==> src/rtl/ifetch_pc_ctrl.sv <==
// IFETCH program-counter / fetch-control stage: PC register, imem req/ack fetch, IF/ID capture, redirects.
// Optional misaligned-target trap enabled by defining IFETCH_MISALIGN_TRAP_EN.
module ifetch_pc_ctrl #(
  parameter logic [31:0] RESET_PC   = 32'h0000_0000,
  parameter logic [31:0] EXC_VECTOR = 32'h8000_0180
) (
  input  logic        clk,
  input  logic        rst,
  input  logic        stall,
  input  logic        jump,
  input  logic [31:0] jump_target,
  input  logic        branch,
  input  logic [31:0] branch_target,
  output logic        imem_req,
  output logic [31:0] imem_addr,
  input  logic        imem_ack,
  input  logic [31:0] imem_rdata,
  output logic [31:0] instr_out,
  output logic        instr_valid,
  output logic [31:0] pc_out,
  output logic [3:0]  pcplus4_hi,
  output logic        misalign_exc
);

  localparam logic [1:0] IDLE = 2'd0;
  localparam logic [1:0] REQ  = 2'd1;
  localparam logic [1:0] HOLD = 2'd2;

  logic [1:0]  state;
  logic [31:0] pc;
  logic [31:0] pend_tgt;
  logic        pend_vld;
  logic        redir;
  logic        ack;
  logic        consume;
  logic [31:0] tgt_raw;
  logic [31:0] redir_pc;

  assign redir   = (jump | branch) & ~stall;
  assign tgt_raw = jump ? jump_target : branch_target;

`ifdef IFETCH_MISALIGN_TRAP_EN
  logic mis;
  assign mis      = redir & (tgt_raw[1:0] != 2'b00);
  assign redir_pc = mis ? EXC_VECTOR : (tgt_raw & ~32'd3);

  always_ff @(posedge clk) begin
    if (rst) misalign_exc <= 1'b0;
    else     misalign_exc <= mis;
  end
`else
  assign redir_pc     = tgt_raw & ~32'd3;
  // trap disabled: vector has no effect
  assign misalign_exc = 1'b0 & |EXC_VECTOR;
`endif

  // Request drops the same cycle IF/ID is full and stalled, so no ack can overwrite it.
  assign imem_req   = (state == REQ) & ~(instr_valid & stall);
  assign imem_addr  = pc;
  assign ack        = imem_req & imem_ack;
  assign consume    = instr_valid & ~stall;
  assign pcplus4_hi = pc_out[31:28] + {3'b000, &pc_out[27:2]};

  always_ff @(posedge clk) begin
    if (rst) begin
      state       <= IDLE;
      pc          <= RESET_PC;
      pend_tgt    <= 32'h0;
      pend_vld    <= 1'b0;
      instr_out   <= 32'h0;
      instr_valid <= 1'b0;
      pc_out      <= 32'h0;
    end else begin
      if (consume) instr_valid <= 1'b0;
      case (state)
        IDLE: begin
          state <= REQ;
          if (redir) pc <= redir_pc;
        end
        HOLD: begin
          if (!stall) begin
            state <= REQ;
            if (redir) pc <= redir_pc;
          end
        end
        REQ: begin
          if (redir) begin
            instr_valid <= 1'b0;
            if (ack) begin
              pc       <= redir_pc;
              pend_vld <= 1'b0;
            end else begin
              // fetch in flight: keep imem_addr stable, apply target when its ack lands
              pend_vld <= 1'b1;
              pend_tgt <= redir_pc;
            end
          end else if (ack) begin
            if (pend_vld) begin
              pc       <= pend_tgt;
              pend_vld <= 1'b0;
            end else begin
              instr_out   <= imem_rdata;
              pc_out      <= pc;
              instr_valid <= 1'b1;
              pc          <= pc + 32'd4;
              if (stall) state <= HOLD;
            end
          end else if (instr_valid & stall) begin
            state <= HOLD;
          end
        end
        default: state <= IDLE;
      endcase
    end
  end

endmodule

==> config.mk <==
export PLATFORM = sky130hd
export DESIGN_NAME = ifetch_pc_ctrl
export DESIGN_NICKNAME = d
export VERILOG_FILES = /design/src/rtl/ifetch_pc_ctrl.sv
export SDC_FILE = /design/constraint.sdc
export NUM_CORES = 1
export LEC_CHECK = 0
export CAP_MARGIN = 20
export CORE_MARGIN = 2
export CORE_UTILIZATION = 46
export CTS_CLUSTER_DIAMETER = 60
export DETAILED_ROUTE_END_ITERATION = 8
export PLACE_DENSITY_LB_ADDON = 0.05
export SYNTH_ARGS = -nofsm -noshare
export SYNTH_HDL_FRONTEND = slang
export SYNTH_SLANG_ARGS = --single-unit
export TNS_END_PERCENT = 10
==> constraint.sdc <==
create_clock -name clk -period 2.6 [get_ports clk]
set_input_delay 0.26 -clock clk [delete_from_list [all_inputs] [get_ports clk]]
set_output_delay 0.26 -clock clk [all_outputs]
set_load 0.01 [all_outputs]
==> impl_results.rst, run 1 <==
.. list-table::
   :header-rows: 1

   * - Metric
     - Value
   * - Clock input transition at the sequential cells of the worst setup and hold paths
     - 0.05 ns
   * - Per-cell via count in the routed design
     - 5.57
   * - Origin of the critical flop-to-flop path
     - imem_addr[10]
   * - Crit path cell chain
     - nand4_1, or4_4, nor4_4, ha_2, ha_1, clkdlybuf4s15_2
   * - Vias after detailed routing
     - 6364
   * - Clock network fraction of total power
     - 0.436
   * - Die W
     - 119 um
   * - Async set-or-reset flop fraction in the synthesized netlist
     - 0
   * - Boundary pin count
     - 205
   * - Hold-fix buffer count after cts
     - 0
   * - Switching share of total power
     - 0.258
   * - Combinational family with the most area after synthesis
     - simple AND/OR/NAND/NOR gates
   * - Initial Util
     - 0.475
   * - Source-to-sink clock delay at the later pin of the worst-skew pair
     - 0.41 ns
   * - DR pass1 iterations
     - 5
   * - Maximum number of pins on one net before global-route repair
     - 65
   * - Pins over their slew limit
     - 0
   * - Post-synthesis instance area
     - 0.00607 sq mm
   * - Setup slack of the worst register-to-register path
     - 0.18 ns
   * - Post-synthesis share of cell area spent on xor and xnor gates
     - 0.0231
   * - Type of the worst setup path
     - reg2out
   * - Routed wire length per instance
     - 16.3 um
   * - Fmax
     - 403 MHz
   * - Slew at the pin closest to its max-slew limit
     - 0.680 ns
   * - Placed inst area
     - 0.00837 sq mm
   * - Number of violations of the max-capacitance limit
     - 0
   * - Worst R2R End
     - imem_addr[24]
   * - Sum of internal, switching and leakage power
     - 0.00560 W
   * - Area enclosed by the die boundary
     - 0.0141 sq mm
   * - Most frequent cells after synthesis
     - 156 x sky130_fd_sc_hd__nand2_1, 126 x sky130_fd_sc_hd__dfxtp_1, 82 x sky130_fd_sc_hd__a21oi_1
   * - Cell Pwr Density
     - 621 mW/mm^2
   * - Worst hold path stage count
     - 2
   * - Result of the run
     - finished clean
   * - Detailed-route wire length
     - 18.6 mm
   * - Arrival time of the worst setup path
     - 2.22 ns
   * - Logic pwr share
     - 0.178
   * - Iteration-0 DRC Markers
     - 502
   * - Buffers & Inverters on Critical Path
     - 1
   * - Compound-cell area share of the yosys netlist
     - 0.211
   * - Setup slack after placement
     - -0.107 ns
   * - Final-report setup violation count
     - 0
   * - Critical Path Fanout Max
     - 2
   * - Final worst hold slack
     - 0.327 ns
   * - Crit end category
     - output pin
   * - Worst Hold Path EP
     - imem_addr[3]
   * - Library cells used by synthesis
     - 59
   * - Register-to-Register Path Depth
     - 5
   * - Peak ir drop on the vdd network
     - 0.494 mV
   * - Portion of the clock cycle consumed by the worst path in the final layout
     - 0.955
   * - Util after Layout
     - 0.705
   * - Placed wire-length estimate
     - 13.0 mm
   * - Y dimension of the die
     - 119 um
   * - Minimum period implied by the final worst setup slack
     - 2.48 ns
   * - Max Root-Sink Buffers
     - 2
   * - Number of H-tree levels
     - 4
   * - Clock tree from TritonCTS
     - yes
   * - Simple-gate area share of the yosys netlist
     - 0.221
   * - Portion of netlist area occupied by mux cells
     - 0.0653
   * - Number of buffers created by CTS
     - 17
   * - Leakage dissipation
     - 3.24 nW
   * - Number of routed nets with antenna violations
     - 0
   * - Row count
     - 41
   * - Worst Hold Launch
     - rst
   * - Top Family by Delay on Critical Path
     - simple AND/OR/NAND/NOR gates
   * - Remaining global-route overflow
     - 0
   * - Nets
     - 1062
   * - Standard cell with the maximum stage delay on the critical path
     - sky130_fd_sc_hd__or4_4
   * - Number of synthesized flops with an enable pin
     - 0
   * - Adder-Cell Fraction of Synth Area
     - 0.00618
   * - First-pass GRT wire length
     - 29.8 mm
   * - Count of clock tree sinks
     - 126
   * - Fin worst setup slack
     - 0.116 ns
   * - Synthesized area per cell
     - 7.95 sq um
   * - Synth area leader
     - sky130_fd_sc_hd__dfxtp_1
   * - Fraction of final layout cells with drive strength greater than 1
     - 0.109
   * - Drt drc
     - 0
   * - Post-CTS Setup Inserts
     - 0
   * - Hold WC Path Type
     - in2reg
   * - Synth-to-Final Area Change
     - 48.3%
   * - Antenna violations before repair
     - 0
   * - Area of the core region
     - 0.0128 sq mm
   * - Required time at the worst-slack endpoint
     - 2.34 ns
   * - Final cell area excluding filler cells
     - 0.00901 sq mm
   * - Cell internal power dissipation
     - 0.00415 W
   * - Sequential cell area fraction in the yosys report
     - 0.415
   * - Global routing usage summed across all routing layers
     - 0.259
   * - Global placer's final weighted congestion
     - 0.848
   * - Switch Pwr
     - 0.00145 W
   * - Number of fill cells
     - 1009
   * - Clock root buffer master
     - sky130_fd_sc_hd__clkbuf_16
   * - Total of flip-flops plus latches after synthesis
     - 126
   * - Final Hold Fails
     - 0
   * - Synthesis warning total
     - 0
   * - Clock tree skew after final layout
     - 0.00777 ns
   * - Synthesized netlist cell count
     - 764
   * - Unrepaired setup endpoints after global routing
     - no
   * - Delay of the slowest critical-path stage
     - 0.55 ns
   * - Number of input and output port buffers inserted
     - 195
   * - Most repeated cell in the gate-level netlist after synthesis
     - sky130_fd_sc_hd__nand2_1
   * - Normalized max-slew margin
     - 0.546
   * - Most used flip-flop cell after synthesis
     - sky130_fd_sc_hd__dfxtp_1
   * - Main area contributors after synthesis
     - sky130_fd_sc_hd__dfxtp_1 42%, sky130_fd_sc_hd__nand2_1 9.6%, sky130_fd_sc_hd__a21oi_1 6.8%
   * - Sequential fraction of design power
     - 0.386
   * - Fraction of post-synthesis cell area in the top cell type by area
     - 0.415
   * - Vias in the first global route
     - 5959
   * - CP Launch Type
     - flip-flop
   * - N_diodes
     - 0
[metal layers]
metal,GRT usage,vias up,part of all wire
met1,0.341,2925,0.43
met3,0.0527,24,0.083
met5,0,-,0
met4,0.0751,0,0.012
met2,0.430,328,0.48
li1,-,3087,-
[worst max path at each step]
stage,from,end,cells past startpoint
after floorplan,imem_addr[2],imem_addr[30],7
after global placement,pc_out[11],pcplus4_hi[2],7
after detailed placement,pc_out[9],pcplus4_hi[2],7
after CTS,pc_out[9],pcplus4_hi[2],7
after global routing,pc_out[27],pcplus4_hi[1],6
final,pc_out[27],pcplus4_hi[1],6
[cell families (layout without fill, tap and decap cells)]
family                     count (synthesis)  in the layout
and+or+nand+nor                          298            298
DFF                                      126            126
other                                      1              5
buffers and inverters                     81            283
AOI/OAI and AO/OA                        200            200
adders and majority gates                  3              3
muxes                                     39             39
xor gates and xnor gates                  16             16
[power by group through the flow]
stage | logic (W) | clock network (W) | registers (W)
6_report | 0.000997 | 0.00244 | 0.00216
5_1_grt | 0.00108 | 0.00257 | 0.00217
4_1_cts | 0.000996 | 0.00247 | 0.00216
3_5_place_dp | 0.000989 | 0 | 0.00220
3_3_place_gp | 0.000972 | 0 | 0.00219
2_1_floorplan | 0.000457 | 0 | 0.00221
[layout make-up]
| cell class | count | area [sq um] | share of cell area |
|---|---|---|---|
| clock buffers | 22 | 484 | 0.0538 |
| clock inverters | 10 | 135 | 0.0150 |
| inverters | 14 | 52.6 | 0.00583 |
| multi-input cells | 561 | 3280 | 0.364 |
| flip-flops and latches | 126 | 2530 | 0.281 |
| well taps | 172 | 215 | 0.0239 |
| repair buffers | 237 | 2310 | 0.257 |
[what timing repair did]
action,CTS,global route
resized for setup,13,6
pin swaps,2,2
hold endpoints to repair,0,0
setup endpoints to repair,4,3
[per-stage QoR]
step | TNS, ns | std cells
after floorplan | 0 | 768
after global placement | -0.106 | 1110
after detailed placement | -0.141 | 1110
after CTS | -0.0383 | 1142
after global routing | 0 | 1142
final | 0 | 1142
[layout by cell type (no fill, tap or decap), types with 3 or more instances in the layout]
cell and n:
sky130_fd_sc_hd__o311ai_0 4, sky130_fd_sc_hd__nand4_1 15, sky130_fd_sc_hd__a21o_1 3, sky130_fd_sc_hd__nor2_1 53, sky130_fd_sc_hd__xor2_1 4, sky130_fd_sc_hd__dfxtp_1 122, sky130_fd_sc_hd__and3_1 3, sky130_fd_sc_hd__clkdlybuf4s50_1 189
sky130_fd_sc_hd__clkinv_2 4, sky130_fd_sc_hd__bufinv_16 3, sky130_fd_sc_hd__o211ai_1 4, sky130_fd_sc_hd__xnor2_1 12, sky130_fd_sc_hd__o31a_1 4, sky130_fd_sc_hd__buf_12 5, sky130_fd_sc_hd__o21a_1 4, sky130_fd_sc_hd__clkbuf_8 4
sky130_fd_sc_hd__conb_1 5, sky130_fd_sc_hd__or3_1 6, sky130_fd_sc_hd__nor4_1 11, sky130_fd_sc_hd__clkbuf_16 17, sky130_fd_sc_hd__o221a_2 4, sky130_fd_sc_hd__o21ai_0 30, sky130_fd_sc_hd__nand2b_1 7, sky130_fd_sc_hd__buf_4 38
sky130_fd_sc_hd__inv_1 13, sky130_fd_sc_hd__nand2_1 155, sky130_fd_sc_hd__nor3_1 15, sky130_fd_sc_hd__nand3_1 15, sky130_fd_sc_hd__a31oi_1 7, sky130_fd_sc_hd__dfxtp_2 4, sky130_fd_sc_hd__a21oi_1 82, sky130_fd_sc_hd__mux2i_1 37
sky130_fd_sc_hd__a211oi_1 37
[registers in the layout (all words and copies together), names as in the netlist]
name         cells
instr_out       32
imem_addr       30
pc_out          30
pend_tgt        30
state            2
instr_valid      1
pend_vld         1
(Power assumes the default switching activity.)
==> run 2, diff against run 1 <==
--- a/config.mk
+++ b/config.mk
@@ -8,7 +8,6 @@
 export CAP_MARGIN = 20
 export CORE_MARGIN = 2
 export CORE_UTILIZATION = 46
-export CTS_CLUSTER_DIAMETER = 60
 export DETAILED_ROUTE_END_ITERATION = 8
 export PLACE_DENSITY_LB_ADDON = 0.05
 export SYNTH_ARGS = -nofsm -noshare
==> results of run 2 <==
Final layout, timing and power as in run 1 (identical DEF).
==> run 3, diff against run 2 <==
--- a/config.mk
+++ b/config.mk
@@ -10,6 +10,7 @@
 export CORE_UTILIZATION = 46
 export DETAILED_ROUTE_END_ITERATION = 8
 export PLACE_DENSITY_LB_ADDON = 0.05
+export SKIP_LAST_GASP = 1
 export SYNTH_ARGS = -nofsm -noshare
 export SYNTH_HDL_FRONTEND = slang
 export SYNTH_SLANG_ARGS = --single-unit
==> run 3 against run 2 <==
  * Utilization barely moved
  * Clock-buffer cell count unchanged
  * Die area unchanged
  * Highest routed layer unchanged
  * Combinational power is essentially flat
  * Via count is 0.11% lower
  * Fmax down 3.2%
  * Register-to-register slack is essentially flat
  * Setup slack got worse by 0.082 ns
==> impl_results.rst, run 3 (synthesis gave the netlist of run 1 again) <==
.. list-table::
   :header-rows: 1

   * - Metric
     - Value
   * - Critical Path Fanout Max
     - 2
   * - Y dimension of the die
     - 119 um
   * - Area of the core region
     - 0.0128 sq mm
   * - Nets
     - 1062
   * - Number of routed nets with antenna violations
     - 0
   * - Crit end category
     - output pin
   * - Portion of the clock cycle consumed by the worst path in the final layout
     - 0.987
   * - Hold WC Path Type
     - in2reg
   * - Critical path startpoint
     - pc_out[27]
   * - DR pass1 iterations
     - 8
   * - Leakage dissipation
     - 3.24 nW
   * - Number of input and output port buffers inserted
     - 195
   * - Vias after detailed routing
     - 6357
   * - Source-to-sink clock delay at the later pin of the worst-skew pair
     - 0.42 ns
   * - Finished Layout Cells
     - 1142
   * - Fin worst setup slack
     - 0.0340 ns
   * - Per-cell via count in the routed design
     - 5.57
   * - Placed wire-length estimate
     - 13.0 mm
   * - Fraction of final layout cells with drive strength greater than 1
     - 0.105
   * - Register-to-Register Path Depth
     - 5
   * - Number of fill cells
     - 1007
   * - Commonest cells after routing, fill and taps aside
     - 189 x sky130_fd_sc_hd__clkdlybuf4s50_1, 155 x sky130_fd_sc_hd__nand2_1, 125 x sky130_fd_sc_hd__dfxtp_1
   * - Antenna violations before repair
     - 0
   * - N_diodes
     - 0
   * - Worst R2R End
     - imem_addr[24]
   * - Drt drc
     - 0
   * - Area enclosed by the die boundary
     - 0.0141 sq mm
   * - Unrepaired setup endpoints after global routing
     - yes
   * - Maximum number of pins on one net before global-route repair
     - 65
   * - Vias in the first global route
     - 5967
   * - Origin of the critical flop-to-flop path
     - imem_addr[10]
   * - Util after Layout
     - 0.705
   * - Minimum period implied by the final worst setup slack
     - 2.57 ns
   * - Global routing usage summed across all routing layers
     - 0.259
   * - Pins over their slew limit
     - 0
   * - Routed wire length per instance
     - 16.3 um
   * - Clock tree from TritonCTS
     - yes
   * - Detailed-route wire length
     - 18.7 mm
   * - Slew at the pin closest to its max-slew limit
     - 0.677 ns
   * - Clock input transition at the sequential cells of the worst setup and hold paths
     - 0.06 ns
   * - Iteration-0 DRC Markers
     - 513
   * - Register ranked first by flip-flop count
     - instr_out
   * - Worst setup path end
     - pcplus4_hi[1]
   * - Crit path cell chain
     - nand4_1, or4_4, nor4_4, ha_2, ha_1, dlygate4sd2_1
   * - Type of the worst setup path
     - reg2out
   * - Commonest non-fill, non-tap cell in the layout
     - sky130_fd_sc_hd__clkdlybuf4s50_1
   * - Clock tree skew after final layout
     - 0.00747 ns
   * - Row count
     - 41
   * - Arrival time of the worst setup path
     - 2.31 ns
   * - Register area
     - 0.00252 sq mm
   * - Area occupied by multi-input gates
     - 0.00328 sq mm
   * - Fmax
     - 390 MHz
   * - Clock root buffer master
     - sky130_fd_sc_hd__clkbuf_16
   * - Normalized max-slew margin
     - 0.548
   * - Die W
     - 119 um
   * - Peak ir drop on the vdd network
     - 0.500 mV
   * - Cell Pwr Density
     - 622 mW/mm^2
   * - Remaining global-route overflow
     - 0
   * - Number of violations of the max-capacitance limit
     - 0
   * - Final-report setup violation count
     - 0
   * - Hold-fix buffer count after cts
     - 0
   * - First-pass GRT wire length
     - 29.8 mm
   * - Setup slack of the worst register-to-register path
     - 0.18 ns
   * - Delay of the slowest critical-path stage
     - 0.55 ns
   * - Final worst hold slack
     - 0.329 ns
   * - CP Launch Type
     - flip-flop
   * - Post-CTS Setup Inserts
     - 0
   * - Max Root-Sink Buffers
     - 2
   * - Standard cell with the maximum stage delay on the critical path
     - sky130_fd_sc_hd__or4_4
   * - Final Hold Fails
     - 0
   * - Result of the run
     - finished clean
   * - Boundary pin count
     - 205
   * - Count of clock tree sinks
     - 126
   * - Global placer's final weighted congestion
     - 0.848
   * - Number of H-tree levels
     - 4
   * - Synth-to-Final Area Change
     - 48.2%
   * - Setup slack after placement
     - -0.107 ns
   * - Initial Util
     - 0.475
   * - Max reg flops
     - 32
   * - Number of cells after detailed placement
     - 1110
   * - Number of buffers created by CTS
     - 17
   * - Required time at the worst-slack endpoint
     - 2.34 ns
## run 3: cell type report
class | count | share of cell area
sequential | 126 | 0.280
multi-input combinational | 561 | 0.364
inverter | 14 | 0.00584
tap | 172 | 0.0239
clock buffer | 22 | 0.0538
clock inverter | 10 | 0.0150
timing repair buffer | 237 | 0.257
## run 3: per-layer routing
metal | share of wire | vias to the layer above | routed length, um | track usage
met5 | 0 | - | 0 | 0
met4 | 0.013 | 0 | 246 | 0.0774
met3 | 0.076 | 29 | 1420 | 0.0532
met2 | 0.48 | 303 | 8870 | 0.429
met1 | 0.44 | 2942 | 8130 | 0.341
li1 | - | 3083 | - | -
## run 3: how the worst min path moves through the flow
stage,to,start,cells after the start
3_3_place_gp,instr_out[15],instr_out[15],2
3_5_place_dp,instr_out[4],instr_out[4],2
6_report,imem_addr[3],rst,2
5_1_grt,imem_addr[3],rst,2
4_1_cts,imem_addr[3],rst,2
2_1_floorplan,pend_vld,imem_ack,1
## run 3: where the power goes
group / switching [W] / internal (W) / total, W
clock: 0.000838 / 0.00160 / 0.00244
combinational: 0.000491 / 0.000506 / 0.000996
sequential: 0.000120 / 0.00204 / 0.00216
## run 3: what timing repair did
item | CTS | global route
pin swaps | 1 | 3
endpoints found under the setup margin | 4 | 4
gates resized for setup | 10 | 4
## run 3: stage by stage
step	area, sq um	TNS, ns	power (W)
2_1_floorplan	6090	0	0.00266
3_3_place_gp	8370	-0.106	0.00316
3_5_place_dp	8370	-0.141	0.00319
4_1_cts	9010	-0.455	0.00562
5_1_grt	9000	-0.0943	0.00582
6_report	9000	0	0.00560
## run 3: critical path, delay by kind of cell (launching register included)
family / cells / cell delay, ns
simple gates: 3 / 0.80
fa+ha+maj: 2 / 0.46
buf+inv: 1 / 0.30
flops: 1 / 0.34
